--- src/rtl/cla_pipe_adder.sv ---
`default_nettype none
// ============================================================================
//  Module   : cla_pipe_adder
//  Purpose  : Pipelined carry-lookahead adder/subtractor with valid/ready
//             handshakes on both sides. The operand is split into
//             STAGES = WIDTH/BLOCK slices. Each pipeline stage resolves one
//             BLOCK-bit slice with a lookahead unit and hands its carry to
//             the next stage through a register.
//  Ports    : clk         - clock, rising edge
//             rst_n       - synchronous, active-low reset
//             in_valid    - operand set present
//             in_ready    - operand set accepted this cycle
//             a, b        - operands (WIDTH bits)
//             carry_start - carry into bit 0 (ignored when sub=1)
//             sub         - 0: a+b+carry_start, 1: a-b (a+~b+1)
//             out_valid   - result present
//             out_ready   - downstream takes the result
//             sum         - result modulo 2^WIDTH
//             carry_out   - carry out of the MSB (1 = no borrow for sub)
//             overflow    - signed overflow, only when CLA_OVF_EN is defined
//  Options  : `define CLA_OVF_EN adds the overflow port and its register.
//  Revision : 1.0 - initial release
// ============================================================================
module cla_pipe_adder #(
    parameter int WIDTH = 32,
    parameter int BLOCK = 8
) (
    input  logic             clk,
    input  logic             rst_n,
    input  logic             in_valid,
    output logic             in_ready,
    input  logic [WIDTH-1:0] a,
    input  logic [WIDTH-1:0] b,
    input  logic             carry_start,
    input  logic             sub,
    output logic             out_valid,
    input  logic             out_ready,
    output logic [WIDTH-1:0] sum,
    output logic             carry_out
`ifdef CLA_OVF_EN
    ,
    output logic             overflow
`endif
);

    // WIDTH must be an integer multiple of BLOCK.
    localparam int c_stages = WIDTH / BLOCK;

    // BLOCK-bit lookahead unit. Every carry is formed directly from the
    // generate/propagate terms and the block carry-in (sum-of-products form),
    // not by rippling through the lower carries. Returns {carry_out, sum}.
    function automatic logic [BLOCK:0] f_cla(
        input logic [BLOCK-1:0] x,
        input logic [BLOCK-1:0] y,
        input logic             cin
    );
        logic [BLOCK-1:0] p;
        logic [BLOCK-1:0] g;
        logic [BLOCK:0]   c;
        logic             pp;
        p    = x ^ y;
        g    = x & y;
        c    = '0;
        c[0] = cin;
        for (int i = 0; i < BLOCK; i++) begin
            // c[i+1] = g[i] | p[i]g[i-1] | p[i]p[i-1]g[i-2] | ... | p[i..0]cin
            c[i+1] = g[i];
            pp     = p[i];
            for (int j = i - 1; j >= 0; j--) begin
                c[i+1] = c[i+1] | (g[j] & pp);
                pp     = pp & p[j];
            end
            c[i+1] = c[i+1] | (pp & cin);
        end
        return {c[BLOCK], p ^ c[BLOCK-1:0]};
    endfunction

    // Per-stage inputs: index k is what stage k consumes. Index 0 comes from
    // the ports; index k>0 comes from the registers of stage k-1.
    logic                w_vld_in  [c_stages];
    logic [WIDTH-1:0]    w_word_in [c_stages];  // finished sum bits below, raw a above
    logic [WIDTH-1:0]    w_bop_in  [c_stages];  // b, already inverted for subtraction
    logic                w_cin     [c_stages];
    logic [c_stages-1:0] w_stage_vld;
    logic [c_stages-1:0] w_adv;

    logic [WIDTH-1:0]    w_sum_q;
    logic                w_cout_q;
    logic                w_vld_q;
`ifdef CLA_OVF_EN
    logic                w_ovf_q;
`endif

    // Subtraction is folded in at the pipeline entry as a + ~b + 1.
    assign w_vld_in[0]  = in_valid;
    assign w_word_in[0] = a;
    assign w_bop_in[0]  = sub ? ~b : b;
    assign w_cin[0]     = sub | carry_start;

    // Advance chain, resolved from the output backwards in one block so that
    // an empty stage anywhere lets everything upstream of it move (bubbles
    // collapse).
    always_comb begin
        logic w_adv_k;
        w_adv   = '0;
        w_adv_k = ~w_stage_vld[c_stages-1] | out_ready;
        w_adv[c_stages-1] = w_adv_k;
        for (int k = c_stages - 2; k >= 0; k--) begin
            w_adv_k  = ~w_stage_vld[k] | w_adv_k;
            w_adv[k] = w_adv_k;
        end
    end

    for (genvar k = 0; k < c_stages; k++) begin : g_stage
        logic [BLOCK:0]   w_blk;
        logic [WIDTH-1:0] w_word_nxt;
        logic             w_load;
        logic             r_vld;

        assign w_blk = f_cla(w_word_in[k][k*BLOCK +: BLOCK],
                             w_bop_in[k][k*BLOCK +: BLOCK],
                             w_cin[k]);

        // Data registers only load when a real operation moves in, so the
        // operand ports are don't-care on cycles without an accept.
        assign w_load = w_adv[k] & w_vld_in[k];

        always_comb begin
            w_word_nxt = w_word_in[k];
            w_word_nxt[k*BLOCK +: BLOCK] = w_blk[BLOCK-1:0];
        end

        assign w_stage_vld[k] = r_vld;

        always_ff @(posedge clk) begin
            if (!rst_n) begin
                r_vld <= 1'b0;
            end else if (w_adv[k]) begin
                r_vld <= w_vld_in[k];
            end
        end

        if (k < c_stages - 1) begin : g_mid
            logic [WIDTH-1:0] r_word;
            logic [WIDTH-1:0] r_bop;
            logic             r_carry;

            always_ff @(posedge clk) begin
                if (!rst_n) begin
                    r_word  <= '0;
                    r_bop   <= '0;
                    r_carry <= 1'b0;
                end else if (w_load) begin
                    r_word  <= w_word_nxt;
                    r_bop   <= w_bop_in[k];
                    r_carry <= w_blk[BLOCK];
                end
            end

            assign w_vld_in[k+1]  = r_vld;
            assign w_word_in[k+1] = r_word;
            assign w_bop_in[k+1]  = r_bop;
            assign w_cin[k+1]     = r_carry;
        end else begin : g_last
            logic [WIDTH-1:0] r_sum;
            logic             r_cout;

            always_ff @(posedge clk) begin
                if (!rst_n) begin
                    r_sum  <= '0;
                    r_cout <= 1'b0;
                end else if (w_load) begin
                    r_sum  <= w_word_nxt;
                    r_cout <= w_blk[BLOCK];
                end
            end

            assign w_sum_q  = r_sum;
            assign w_cout_q = r_cout;
            assign w_vld_q  = r_vld;

`ifdef CLA_OVF_EN
            // Carry into the MSB is recovered as a^b^sum at that bit.
            logic w_ovf;
            logic r_ovf;

            assign w_ovf = w_blk[BLOCK] ^ (w_word_in[k][WIDTH-1] ^
                                           w_bop_in[k][WIDTH-1] ^
                                           w_blk[BLOCK-1]);

            always_ff @(posedge clk) begin
                if (!rst_n) begin
                    r_ovf <= 1'b0;
                end else if (w_load) begin
                    r_ovf <= w_ovf;
                end
            end

            assign w_ovf_q = r_ovf;
`endif
        end
    end

    // Outputs are forced quiet for the whole time reset is held, not only
    // after the first reset edge.
    assign in_ready  = rst_n & w_adv[0];
    assign out_valid = rst_n & w_vld_q;
    assign sum       = rst_n ? w_sum_q : '0;
    assign carry_out = rst_n & w_cout_q;
`ifdef CLA_OVF_EN
    assign overflow  = rst_n & w_ovf_q;
`endif

endmodule
`default_nettype wire

--- config.mk ---
export PLATFORM = sky130hd
export DESIGN_NAME = cla_pipe_adder
export DESIGN_NICKNAME = d
export VERILOG_FILES = /design/src/rtl/cla_pipe_adder.sv
export SDC_FILE = /design/constraint.sdc
export NUM_CORES = 1
export LEC_CHECK = 0
export BUFFER_PORTS_ARGS = -buffer_cell sky130_fd_sc_hd__buf_4
export CORE_ASPECT_RATIO = 1.5
export CORE_UTILIZATION = 30
export CTS_BUF_LIST = sky130_fd_sc_hd__clkbuf_8
export CTS_CLUSTER_SIZE = 24
export DETAILED_ROUTE_END_ITERATION = 8
export PLACE_DENSITY = 0.45
export SLEW_MARGIN = 20
export SYNTH_ARGS = -nofsm -noshare
export SYNTH_HDL_FRONTEND = slang
export SYNTH_SLANG_ARGS = --single-unit
--- constraint.sdc ---
create_clock -name clk -period 2.4 [get_ports clk]
set_input_delay 0.24 -clock clk [delete_from_list [all_inputs] [get_ports clk]]
set_output_delay 0.24 -clock clk [all_outputs]
set_load 0.1 [all_outputs]
==> metrics.txt <==
Slew headroom a little under 60%; share of cells above drive strength 1 15.8%; RSZ-0062 raised after global routing false; post-CTS sizing 0; pin count of the biggest net entering global routing 85; # rows 72; Crit Path Max Fanout 3; Slew Viols, Final 0; peak supply drop 312 uV; status finished, final reports clean; I/O Buffers 104; grt total ovfl 0; Crit-path slowest cell dfxtp_1; Setup crit end kind flop; EDFF count, synth 0; die height 202 um; Worst Hold Depth 3; worst-margin pin slew 612 ps; Setup WS pre-CTS 319 ps; initial antenna violation count 0; pwr dens 640 nW/um2; Setup crit start kind flop; clk_lat worst skew approximately 480 ps; max incr delay on CP 350 ps; final cycle utilization of the critical path around 80%; minimum clock period approximately 1900 ps; Non-Filler Instances 1427; dpl cells 1367; mean routed wirelength per cell 12.8 um; n_diodes 0; clk sinks ~180; CP Class flop to flop; cells on worst reg2reg path 7; Vias 6376; Initial DRT Pass Iterations 4; Yosys cell types 52; Mapped Nets 1076; crit path DAT 2290 ps; area leader, netlist dfxtp_1; Detailed Place HPWL 13100 um; GRT Resource Usage Total 14.2%; Leakage approximately 4.0 nW; Final Setup Violations 0; CP required about 2800 ps; first-pass GRT wire length 30900 um; full die area between 20000 and 30000 um2; Post-Route Skew ~20 ps; Final nets 1187; Inserted Clock Buffers 17; Syn-to-layout area delta 23.0%; Die Wd between 100 and 150 um; Setup TNS 0 ps; #FFs+latches synth ~180; io pins 105; Min-Delay Path Class input port to flop; CTS Buffer Depth 2; Yosys warnings 0; drt total wl 18300 um; Seq/Total Area, Yosys 46.3%; Max-cap violations 0; Synth top area share 46.3%; min setup slack post-route between 400 and 500 ps; Initial Utilization 30.7%; vias per cell 4.47; hold slack 44.7 ps; fmax 0.521 GHz; top area cells in the synthesized netlist dfxtp_1 (46%), nand2_1 (11%), a21oi_1 (7.4%); Placer Congestion ~0.74; Core Footprint 25900 um2; syn_area_per_cell slightly above 8 um2; root buffer cell clkbuf_8; clock slew at reported path FFs 100 ps; Post-synth top flop dfxtp_1; initial drt markers 322; antenna-violating nets left 0; crit-path cells ha_1 -> a211o_1 -> a211oi_2 -> o21bai_1 -> a21oi_2 -> xor2_1 -> o21ai_1; Final Hold Viols 0; Synth Cell Area about 8000 um2; H-tree levels 4; async set-reset flop share out of synthesis 0%; Residual DRC 0; Synth Instances a little under 1000; CTS tree done; vias in the first global route 6164
repair_timing:
item / 4_1_cts / 5_1_grt
hold endpoints to repair: 28 / 0
hold buffers: 28 / 0
buffers inserted: 0 / 0
per-stage QoR:
| step | area, um2 | utilization, % | total power [W] |
|---|---|---|---|
| global placement | 9100 | 35.1 | 0.00409 |
| floorplan | 7970 | - | 0.00384 |
| detailed placement | 9100 | 35.1 | 0.00410 |
| global route | 9800 | 37.8 | 0.00659 |
| finish | 9800 | 37.8 | 0.00627 |
| CTS | 9800 | 37.8 | 0.00639 |
layout make-up:
cell class	count	area [um2]
fill	2843	16100
multi-input combinational	713	3970
sequential	184	3680
timing repair buffer	158	1280
tap	333	417
clock buffer	18	248
clock inverter	14	171
inverter	7	28.8
cells in the mapped netlist (2+ instances only):
cell      count
a211o_1       3
a211oi_1     36
a211oi_2      2
a21o_1        6
a21oi_1     118
a31oi_1       3
and2_1       36
buf_2        22
buf_4         4
clkbuf_1     38
dfxtp_1     184
fa_1          4
ha_1         32
inv_1         6
nand2_1     228
nand2b_1      2
nand3_1       8
nor2_1       97
nor2b_1       4
nor3_1        4
o21a_1        5
o21ai_0      38
o21ai_1       5
o21bai_1      3
o31ai_1       6
or3_1         3
xnor2_1      31
xor2_1       18
state kept, by name, summed over array words and instances (netlist names):
register and flops:
g_stage.g_mid.r_word 96, g_stage.g_last.r_sum 32, g_stage.g_mid.r_bop 48, g_stage.g_last.r_cout 1
g_stage.r_vld 4, g_stage.g_mid.r_carry 3
logic make-up (layout without fill, tap and decap cells):
kind of cell / Yosys count / count (layout) / synth area share, %
AO/OA/AOI/OAI: 238 / 238 / 17.9
XOR/XNOR: 49 / 49 / 5.39
adder cells (fa/ha/maj): 36 / 36 / 6.03
buffers and inverters: 73 / 197 / 4.07
flip-flops: 184 / 184 / 46.3
multiplexers: 1 / 1 / 0.126
AND/OR/NAND/NOR: 389 / 389 / 20.2
per-layer routing:
metal	wire length, um	vias up	global-route usage [%]
met2	8100	88	22.3
li1	-	3464	-
met4	267	0	4.70
met1	9350	2805	19.1
met5	0	-	0
met3	564	19	3.17
critical path: cells and delay by family (launching register included):
kind,cells,cell delay (ps)
XOR/XNOR,1,150
adder cells (fa/ha/maj),1,310
AO/OA/AOI/OAI,5,1020
flip-flops,1,350
placed cells by master, fill, tap and decap left out, drive strengths merged, types with 5 or more instances in the layout:
cell / n
xor2: 18
o31ai: 6
a211oi: 38
clkbuf: 18
o21ai: 43
dlygate4sd3: 28
xnor2: 31
nand3: 8
clkinv: 5
and2: 36
dfxtp: 184
o21a: 5
ha: 32
a21oi: 119
nand2: 229
inv: 11
nor2: 97
buf: 130
a21o: 6
worst paths after layout:
path | from | endpoint | slack [ps]
hold / removal | a[27] | g_stage[0].g_mid.r_word[27]$_SDFFE_PN0P_ | 40
setup reg to reg | g_stage[1].g_mid.r_word[16]$_SDFFE_PN0P_ | g_stage[2].g_mid.r_word[22]$_SDFFE_PN0P_ | 480
setup / recovery | g_stage[1].g_mid.r_word[16]$_SDFFE_PN0P_ | g_stage[2].g_mid.r_word[22]$_SDFFE_PN0P_ | 480
hold reg to reg | g_stage[0].g_mid.r_bop[23]$_SDFFE_PN0P_ | g_stage[1].g_mid.r_bop[23]$_SDFFE_PN0P_ | 450
where the power goes:
part	leakage [nW]	total, W	internal [W]	switching [W]
Clock	0.211	0.00222	0.00106	0.00116
Sequential	1.50	0.00325	0.00318	0.0000766
Combinational	2.27	0.000792	0.000345	0.000447
Power figures use the tool's default switching activity.
